File: src/rtl/pe_pkg.sv
`default_nettype none
// ============================================================================
// pe_pkg : shared defaults and constant helpers for the accumulation tree
// rev 1.0
// ============================================================================
package pe_pkg;

    localparam int N_IN_DEF    = 16;
    localparam int GROUP_DEF   = 4;
    localparam int IN_W_DEF    = 6;
    localparam int SHIFT_W_DEF = 3;
    localparam int ACC_W_DEF   = 24;

    function automatic int clog2(input int value);
        int r;
        r = 0;
        while ((1 << r) < value) begin
            r = r + 1;
        end
        return r;
    endfunction

endpackage
`default_nettype wire

File: src/rtl/pe_add_group.sv
`default_nettype none
// ============================================================================
// pe_add_group : combinational signed adder of GROUP lanes, sign-extended out
// rev 1.0
// ============================================================================
module pe_add_group
    import pe_pkg::*;
#(
    parameter int GROUP = GROUP_DEF,
    parameter int IN_W  = IN_W_DEF,
    parameter int OUT_W = IN_W_DEF + clog2(GROUP_DEF)
) (
    input  logic [GROUP*IN_W-1:0] in_p,
    output logic [OUT_W-1:0]      sum
);

    always_comb begin
        sum = '0;
        for (int i = 0; i < GROUP; i++) begin
            sum = sum + OUT_W'(signed'(in_p[i*IN_W +: IN_W]));
        end
    end

endmodule
`default_nettype wire

File: src/rtl/pe_acc_tree.sv
`default_nettype none
// ============================================================================
// pe_acc_tree : pipelined signed adder tree with shift-weighted accumulator
// rev 1.0
// ============================================================================
module pe_acc_tree
    import pe_pkg::*;
#(
    parameter int N_IN    = N_IN_DEF,
    parameter int GROUP   = GROUP_DEF,
    parameter int IN_W    = IN_W_DEF,
    parameter int SHIFT_W = SHIFT_W_DEF,
    parameter int ACC_W   = ACC_W_DEF
) (
    input  logic                   clk,
    input  logic                   rst_n,
    input  logic                   in_valid,
    output logic                   in_ready,
    input  logic [N_IN*IN_W-1:0]   in_p,
    input  logic [SHIFT_W-1:0]     in_shift,
    input  logic                   in_first,
    input  logic                   in_last,
    output logic                   out_valid,
    input  logic                   out_ready,
    output logic [ACC_W-1:0]       out_sum,
    output logic                   out_ovf
);

    localparam int N_G = N_IN / GROUP;
    localparam int GW  = IN_W + clog2(GROUP);
    localparam int TW  = IN_W + clog2(N_IN);
    localparam int SW  = TW + (1 << SHIFT_W) - 1;

    logic stall;
    assign stall    = out_valid && !out_ready;
    assign in_ready = !stall;

    logic [GW-1:0] grp_sum [N_G];

    generate
        for (genvar g = 0; g < N_G; g++) begin : g_grp
            pe_add_group #(
                .GROUP (GROUP),
                .IN_W  (IN_W),
                .OUT_W (GW)
            ) u_add (
                .in_p (in_p[g*GROUP*IN_W +: GROUP*IN_W]),
                .sum  (grp_sum[g])
            );
        end
    endgenerate

    // S1: group sums
    logic               s1_valid, s1_first, s1_last;
    logic [SHIFT_W-1:0] s1_shift;
    logic [GW-1:0]      s1_grp [N_G];

    always_ff @(posedge clk or negedge rst_n) begin
        if (!rst_n) begin
            s1_valid <= 1'b0;
            s1_first <= 1'b0;
            s1_last  <= 1'b0;
            s1_shift <= '0;
            for (int g = 0; g < N_G; g++) s1_grp[g] <= '0;
        end else if (!stall) begin
            s1_valid <= in_valid;
            s1_first <= in_first;
            s1_last  <= in_last;
            s1_shift <= in_shift;
            for (int g = 0; g < N_G; g++) s1_grp[g] <= grp_sum[g];
        end
    end

    logic signed [TW-1:0] tree_sum;

    always_comb begin
        tree_sum = '0;
        for (int g = 0; g < N_G; g++) begin
            tree_sum = tree_sum + TW'(signed'(s1_grp[g]));
        end
    end

    // S2: full tree sum, wide enough to be exact
    logic                 s2_valid, s2_first, s2_last;
    logic [SHIFT_W-1:0]   s2_shift;
    logic signed [TW-1:0] s2_sum;

    always_ff @(posedge clk or negedge rst_n) begin
        if (!rst_n) begin
            s2_valid <= 1'b0;
            s2_first <= 1'b0;
            s2_last  <= 1'b0;
            s2_shift <= '0;
            s2_sum   <= '0;
        end else if (!stall) begin
            s2_valid <= s1_valid;
            s2_first <= s1_first;
            s2_last  <= s1_last;
            s2_shift <= s1_shift;
            s2_sum   <= tree_sum;
        end
    end

    logic signed [SW-1:0]    shifted;
    logic signed [ACC_W-1:0] addend, acc_base, acc_sum, acc;
    logic                    ovf_base, add_ovf, acc_ovf;

    // The sticky flag restarts on first or once the previous result is taken.
    always_comb begin
        shifted  = SW'(s2_sum) <<< s2_shift;
        addend   = ACC_W'(shifted);
        acc_base = s2_first ? '0 : acc;
        ovf_base = (s2_first || (out_valid && out_ready)) ? 1'b0 : acc_ovf;
        acc_sum  = acc_base + addend;
        add_ovf  = (acc_base[ACC_W-1] == addend[ACC_W-1]) &&
                   (acc_sum[ACC_W-1] != acc_base[ACC_W-1]);
    end

    // S3: accumulator doubles as the result holding register
    always_ff @(posedge clk or negedge rst_n) begin
        if (!rst_n) begin
            out_valid <= 1'b0;
            acc       <= '0;
            acc_ovf   <= 1'b0;
        end else if (!stall) begin
            out_valid <= s2_valid && s2_last;
            if (s2_valid) begin
                acc     <= acc_sum;
                acc_ovf <= ovf_base || add_ovf;
            end else if (out_valid) begin
                acc_ovf <= 1'b0;
            end
        end
    end

    assign out_sum = acc;
    assign out_ovf = acc_ovf;

endmodule
`default_nettype wire

File: config.mk
export PLATFORM = sky130hd
export DESIGN_NAME = pe_acc_tree
export DESIGN_NICKNAME = d
export VERILOG_FILES = /design/src/rtl/pe_pkg.sv /design/src/rtl/pe_add_group.sv /design/src/rtl/pe_acc_tree.sv
export SDC_FILE = /design/constraint.sdc
export NUM_CORES = 1
export LEC_CHECK = 0
export BUFFER_PORTS_ARGS = -buffer_cell sky130_fd_sc_hd__buf_4
export CAP_MARGIN = 15
export CORE_MARGIN = 2
export CORE_UTILIZATION = 30
export DETAILED_ROUTE_END_ITERATION = 12
export HOLD_SLACK_MARGIN = 0.02
export MAX_ROUTING_LAYER = met4
export PLACE_DENSITY_LB_ADDON = 0.12
export SLEW_MARGIN = 10
export SYNTH_ARGS = -nofsm -noshare
export SYNTH_HDL_FRONTEND = slang
export SYNTH_HIERARCHICAL = 1
export SYNTH_SLANG_ARGS = --single-unit
export TNS_END_PERCENT = 30
File: constraint.sdc
create_clock -name clk -period 6 [get_ports clk]
set_input_delay 1.2 -clock clk [delete_from_list [all_inputs] [get_ports clk]]
set_output_delay 1.2 -clock clk [all_outputs]
set_load 0.01 [all_outputs]
======== Yosys cells after proc, flatten, opt, wreduce, memory -nomap -nowiden ========
Cells that the tools add are included.
storage, ports and cells
  output and inout bits ................... 27
  logic and storage cells ................. 51
  input port bits ......................... 105
  register bits ........................... 80
cells by class
  bitwise operators ....................... 1
  shift operators ......................... 1
  reduce and logical (&&, ||, !) cells .... 11
  add/sub/neg operators ................... 16
  mux-type cells .......................... 4
  eq/ne operators ......................... 2
operators with widths
  operator                      number
  adder 8 bit                   8
  adder 6 x 6 -> 7 bit          4
  adder 24 x 17 -> 24 bit       1
  2-to-1 mux 24 bit             1
  <<< shifter 10 x 3 -> 17 bit  1
  adder 10 x 8 -> 10 bit        1
  adder 9 x 8 -> 10 bit         1
  adder 8 x 8 -> 9 bit          1
  logical AND 1 bit             4
  AND reduction 2 bit           2
  2-to-1 mux 1 bit              3
  logical NOT 1 bit             2
  logical OR 1 bit              2
  nonzero test 2 bit            1
  equality test 1 bit           1
  inequality test 1 bit         1
  inverter 1 bit                1

======== Depth between registers and ports, before layout ========
Gate-level depths: netlist of the first run.
  depth after elaboration ................. 6
  mapped depth ............................ 15
  depth with buffers taken out ............ 13

======== Hierarchy ========
Netlist of the first run, hierarchy kept.
modules (own cells, without submodules)
  module        seq. area each (um2)  times used  area each (um2)  cells an instance
  pe_acc_tree   2001.9                1           5337.6           606
  pe_add_group  0.0                   4           605.6            68

======== Least setup slack after synthesis of the first run ========
Ideal clock, no wire load.
  kind .................................... input-to-reg
  from .................................... input port in_p[49]
  to ...................................... register s1_grp[15] (netlist bit)
  cell stages on the path ................. 13
  path buffers ............................ 0
  path slack .............................. 2290 ps
  data required time ...................... 5935 ps
  arrival ................................. 3645 ps
  library setup time ...................... 65 ps
  path through ............................ inv_1 > fa_1 > inv_1 > fa_1 > ha_1 > inv_1 > fa_1 > nor2b_4 > o31a_1 > o32ai_1 > a311oi_1 > nand2_1 > nand2_1
RTL lines
  what             RTL line           text
  start, declared  pe_acc_tree.sv:19  input logic [N_IN*IN_W-1:0] in_p,
  end, declared    pe_acc_tree.sv:56  logic [GW-1:0] s1_grp [N_G];

======== Final worst setup path of the first run ========
  from .................................... register s2_shift[1]
  to ...................................... register acc[23], in the netlist out_sum[23]
between the ends
  cells in the longest elaborated chain, start to end .. 2
RTL lines
  what                          RTL line            text
  start, declared               pe_acc_tree.sv:85   logic [SHIFT_W-1:0] s2_shift;
  start signal, assigned        pe_acc_tree.sv:99   s2_shift <= s1_shift;
  <<< shifter 10 x 3 -> 17 bit  pe_acc_tree.sv:110  shifted = SW'(s2_sum) <<< s2_shift;
  adder 24 x 17 -> 24 bit       pe_acc_tree.sv:114  acc_sum = acc_base + addend;
  end signal, assigned          pe_acc_tree.sv:128  acc <= acc_sum;
  end, declared                 pe_acc_tree.sv:105  logic signed [ACC_W-1:0] addend, acc_base, acc_sum, acc;
No other way between the ends.
A chain may end at the register's enable or synchronous reset.

==> impl_metrics.json, run 1 <==
{
  "grt_max_degree": 81,
  "synth-edff-count": 0,
  "initial_core_util": 0.307,
  "dr_total_vias": 5942,
  "crit_path_max_fanout": 16,
  "p_per_area_nw_per_um2": 653,
  "synth_seq_cells": 80,
  "dieWidth_um": 165,
  "syn_nets": 1113,
  "drive_gt1_frac": 0.186,
  "core_um2": 25300,
  "clk_pin_slew_ns": 0.06,
  "ys_seq_area_frac": 0.258,
  "cp-start-kind": "register",
  "die_h_um": 165,
  "crit_type": "reg -> reg",
  "cts_tree": "done",
  "rows": 58,
  "mostFrequentLayoutCells": "nand2_1 (189), buf_4 (134), inv_1 (120)",
  "rsz0062_at_grt": "false",
  "synth_async_sr_flop_share": 1.00,
  "cts.sink_count": 80,
  "boundaryPins": 132,
  "grt_pass1_vias": 5970,
  "clock_latency_ns": 0.35,
  "ys_types": 63,
  "pre_cts_slack_ns": 2.05,
  "synth_top_cell_area_share": 0.258,
  "crit_required_ns": 6.24,
  "hold_viol": 0,
  "first_iter_violations": 223,
  "tns_ns": 0,
  "power.total_mw": 6.14,
  "post_cts_resized": 0,
  "place.gp.congestion": 0.804,
  "cts_setup_buffers": 0,
  "status": "finished, final reports clean",
  "globalRouteOverflowTotal": 0,
  "min_path_type": "reg -> reg",
  "holdBufCountCts": 0,
  "post_drt_wl_per_cell_um": 12.4,
  "dr.pass1.iters": 4,
  "diodes": 0,
  "avgSynthCellArea_um2": 8.84,
  "post-route-min-period_ns": 3.73,
  "ys_warn_count": 6,
  "power.leakage_nw": 4.75,
  "synth_flop_cell": "dfrtp_1",
  "drc": 0,
  "finalCoreUtilization": 0.372,
  "grtUsageTotal": 0.132,
  "ant_nets": 0,
  "dp_hpwl_um": 13000,
  "wirelength_um": 16500,
  "final_common_cell": "nand2_1",
  "tightestPinTransition_ns": 0.768,
  "drv_slew": 0,
  "area_growth_pct": 21.2,
  "arrival_ns": 3.96,
  "h-tree-depth": 3,
  "clk_path_buf_depth": 2,
  "cap_viol_max_count": 0,
  "layout_setup_ws_ns": 2.27,
  "slew-limit-headroom": 0.486,
  "grt_pass1_wl_um": 28000,
  "syn_area_um2": 7760,
  "portBuffers": 131,
  "placed_cells_incl_taps": 1315,
  "ir_worst_vdd_v": 0.000288,
  "end_kind": "register",
  "whs_ns": 0.463,
  "layoutNonFillerInstCount": 1332,
  "fmax_mhz": 268,
  "skew_ns": 0.00540,
  "viasPerCell": 4.46,
  "nNetsFinal": 1232,
  "netlist.top_cell.by_area": "dfrtp_1",
  "syn-instance-count": 878,
  "setup_viol": 0,
  "placed_area_um2": 9080,
  "numCtsBuffers": 9,
  "root_buffer": "clkbuf_16",
  "antenna_found_initial": 0,
  "die_area_um2": 27200,
  "fin_area_um2": 9410,
  "yosys-top-cells-area": "dfrtp_1 (26%), fa_1 (18%), ha_1 (9.7%)",
  "fin_crit_sh": 0.621
}
-- synthesized netlist by cell type, types with 7 or more instances --
| library cell | instances |
|---|---|
| a21oi_1 | 47 |
| mux2i_1 | 8 |
| xnor2_1 | 27 |
| nor2_1 | 27 |
| clkbuf_1 | 22 |
| o21ai_1 | 8 |
| nand3_1 | 8 |
| ha_1 | 60 |
| o21ai_0 | 45 |
| dfrtp_1 | 80 |
| fa_1 | 70 |
| nor2b_1 | 25 |
| mux2_2 | 8 |
| inv_1 | 121 |
| a21o_1 | 15 |
| xor2_1 | 14 |
| nand2_1 | 189 |
| o21a_1 | 7 |
| o21bai_1 | 8 |
-- layer usage --
metal / share of wire / global-route usage
met5: 0 / -
met4: 0.016 / 0.0427
met3: 0.028 / 0.0158
met2: 0.49 / 0.225
met1: 0.46 / 0.164
-- worst paths after layout --
check / start / to / slack (ns) / cells after the start
min in group asynchronous: rst_n / out_sum[3] / 0.72 / 1
max in group asynchronous: rst_n / s1_grp[15] / 4.68 / 2
worst min register to register: s1_valid / s2_valid / 0.46 / 2
worst max-delay path: s2_shift[1] / out_sum[23] / 2.27 / 11
worst min-delay path: s1_valid / s2_valid / 0.46 / 2
worst max register to register: s2_shift[1] / out_sum[23] / 2.27 / 11
-- cell families (layout without fill, tap and decap cells) --
kind of cell	Yosys count	after routing	share of synthesized area
and+or+nand+nor	276	276	0.156
adders and majority gates	130	130	0.277
AOI/OAI and AO/OA	183	183	0.160
buffers and inverters	148	272	0.0726
DFF	80	80	0.258
xor gates and xnor gates	45	45	0.0547
muxes	16	16	0.0219
-- flip-flops by register name, summed over array words and instances, names as in the netlist --
| register | cells |
|---|---|
| s1_grp | 32 |
| s1_last | 1 |
| s2_last | 1 |
| out_sum | 24 |
| s2_first | 1 |
| s2_valid | 1 |
| s2_shift | 3 |
| out_ovf | 1 |
| s1_valid | 1 |
| s1_first | 1 |
| s2_sum | 10 |
| out_valid | 1 |
| s1_shift | 3 |
-- cell type report --
cell class                 instances  area, um2
clock buffer                      13        260
clock inverter                     3       40.0
fill                            2692      15800
inverter                         121        454
multi-input combinational        650       5200
sequential                        80       2000
tap                              330        413
timing repair buffer             135       1030
-- worst max-delay path, stage by stage (launching register included) --
cell,delay [ns]
dfrtp_1,0.69
mux2_2,0.41
o21ai_0,0.29
o21ai_0,0.15
ha_1,0.42
and3_1,0.24
a31o_1,0.22
a311oi_1,0.42
o211ai_2,0.19
xnor2_1,0.22
nor3_1,0.07
a211o_1,0.29
-- power by group --
group	leakage [nW]	total [mW]	internal [mW]	switching, mW
Clock	0.150	0.571	0.344	0.226
Combinational	3.65	4.46	2.07	2.39
Sequential	0.958	1.12	0.846	0.270
Total	4.75	6.14	3.26	2.89
No activity file was read; power rests on OpenSTA's default activity.
==> run 2: changes to the inputs <==
Clock period 6 ns to 3 ns, I/O delays scaled along.
==> run 2 against run 1 <==
First-iteration DRC count is 13% lower. Global-route usage grew 0.69 points. The run now ends with setup timing left. Critical endpoint is now out_sum[17]. Utilization rose by 4.0 points.
==> impl_metrics.json, run 2 (same netlist as run 1, synthesis figures left out) <==
{
  "grt_pass1_vias": 6483,
  "drive_gt1_frac": 0.305,
  "boundaryPins": 132,
  "cts.sink_count": 80,
  "rows": 58,
  "status": "finished with violations",
  "slew-limit-headroom": 0.606,
  "finalCoreUtilization": 0.412,
  "grtUsageTotal": 0.139,
  "fill_cells": 2629,
  "end_kind": "register",
  "initial_core_util": 0.307,
  "power.total_mw": 14.3,
  "largest_reg_flops": 32,
  "grt_max_degree": 47,
  "placed_area_um2": 9770,
  "placed_cells_incl_taps": 1406,
  "hold_viol": 0,
  "dp_hpwl_um": 14200,
  "violations": "setup timing",
  "ir_worst_vdd_v": 0.000928,
  "nNetsFinal": 1333,
  "dr_total_vias": 6333,
  "wirelength_um": 17500,
  "power.leakage_nw": 5.26,
  "post_drt_wl_per_cell_um": 12.2,
  "core_um2": 25300,
  "arrival_ns": 3.29,
  "wl_met2_um": 8920,
  "routed.top_layer": "met4",
  "area_growth_pct": 34.2,
  "dr.pass1.iters": 4,
  "viasPerCell": 4.42,
  "dieWidth_um": 165,
  "cp-start-kind": "register",
  "setup_viol": 3,
  "rsz0062_at_grt": "true",
  "pre_cts_slack_ns": -0.305,
  "clk_pin_slew_ns": 0.07,
  "top_register": "s1_grp",
  "layout_setup_ws_ns": -0.0612,
  "clk_path_buf_depth": 2,
  "ant_nets": 0,
  "cts_tree": "done",
  "crit_path_max_fanout": 3,
  "wl_met3_um": 441,
  "diodes": 0,
  "min_path_type": "in -> async",
  "crit_type": "reg -> reg",
  "clock_latency_ns": 0.35,
  "h-tree-depth": 3,
  "wl_met1_um": 7890,
  "die_h_um": 165,
  "final_common_cell": "buf_4",
  "tightestPinTransition_ns": 0.591,
  "post-route-min-period_ns": 3.06,
  "globalRouteOverflowTotal": 0,
  "place.gp.congestion": 0.814,
  "portBuffers": 131,
  "die_area_um2": 27200,
  "antenna_found_initial": 0,
  "p_per_area_nw_per_um2": 1380,
  "layoutNonFillerInstCount": 1433,
  "first_iter_violations": 194,
  "root_buffer": "clkbuf_16",
  "drc": 0,
  "fin_crit_sh": 1.02,
  "cap_viol_max_count": 0,
  "drv_slew": 0,
  "fmax_mhz": 327,
  "crit_required_ns": 3.23,
  "fin_area_um2": 10400,
  "numCtsBuffers": 9,
  "mostFrequentLayoutCells": "buf_4 (229), nand2_1 (188), inv_1 (119)",
  "grt_pass1_wl_um": 29600,
  "skew_ns": 0.00898
}
[run 2: critical path, cell delays in order, from the launching register on]
cell,delay [ns]
dfrtp_1,0.38
buf_4,0.13
mux2i_1,0.33
nor3_2,0.08
buf_4,0.16
ha_1,0.31
a211oi_2,0.25
o211ai_2,0.16
buf_4,0.16
a311o_2,0.41
nand2_4,0.11
o21ai_2,0.06
xor2_1,0.14
mux2_2,0.26
[run 2: final cells by class]
class | count | area [um2] | area share
sequential | 80 | 2000 | 0.192
clock inverter | 2 | 12.5 | 0.00120
tap | 330 | 413 | 0.0396
inverter | 121 | 454 | 0.0436
multi-input combinational | 650 | 5460 | 0.524
timing repair buffer | 236 | 1800 | 0.173
clock buffer | 14 | 274 | 0.0263
[run 2: path summary, 6_finish.rpt]
| kind | from | endpoint | slack [ns] | depth (start not counted) |
|---|---|---|---|---|
| max in group asynchronous | rst_n | s1_grp[20] | 2.05 | 2 |
| worst max register to register | s2_shift[0] | out_sum[17] | -0.06 | 13 |
| worst min-delay path | rst_n | out_sum[2] | 0.25 | 1 |
| worst min register to register | s2_last | s2_last | 0.47 | 2 |
| min in group clk | in_valid | s1_valid | 0.45 | 3 |
| worst max-delay path | s2_shift[0] | out_sum[17] | -0.06 | 13 |
[run 2: through the flow]
step / setup TNS [ns] / hold WS, ns
6_report: -0.177 / 0.247
5_1_grt: -1.43 / 0.281
3_3_place_gp: -1.96 / 0.452
2_1_floorplan: -0.105 / 0.304
4_1_cts: -0.183 / 0.264
3_5_place_dp: -2.05 / 0.456
[run 2: what timing repair did]
item / 4_1_cts / 5_1_grt
setup endpoints to repair: 10 / 16
setup buffers: 6 / 6
hold buffers: 0 / 0
cloned: 0 / 0
resized for setup: 33 / 36
pin swaps: 26 / 32
[run 2: where the power goes]
group	total, mW	internal [mW]	switching (mW)
registers	2.19	1.70	0.491
logic	11.1	5.64	5.42
clock network	1.08	0.629	0.452
[run 2: per-layer routing]
metal | vias up | track usage
li1 | 3302 | -
met1 | 2933 | 0.167
met2 | 85 | 0.246
met3 | 13 | 0.0146
met4 | 0 | 0.0419
met5 | - | -
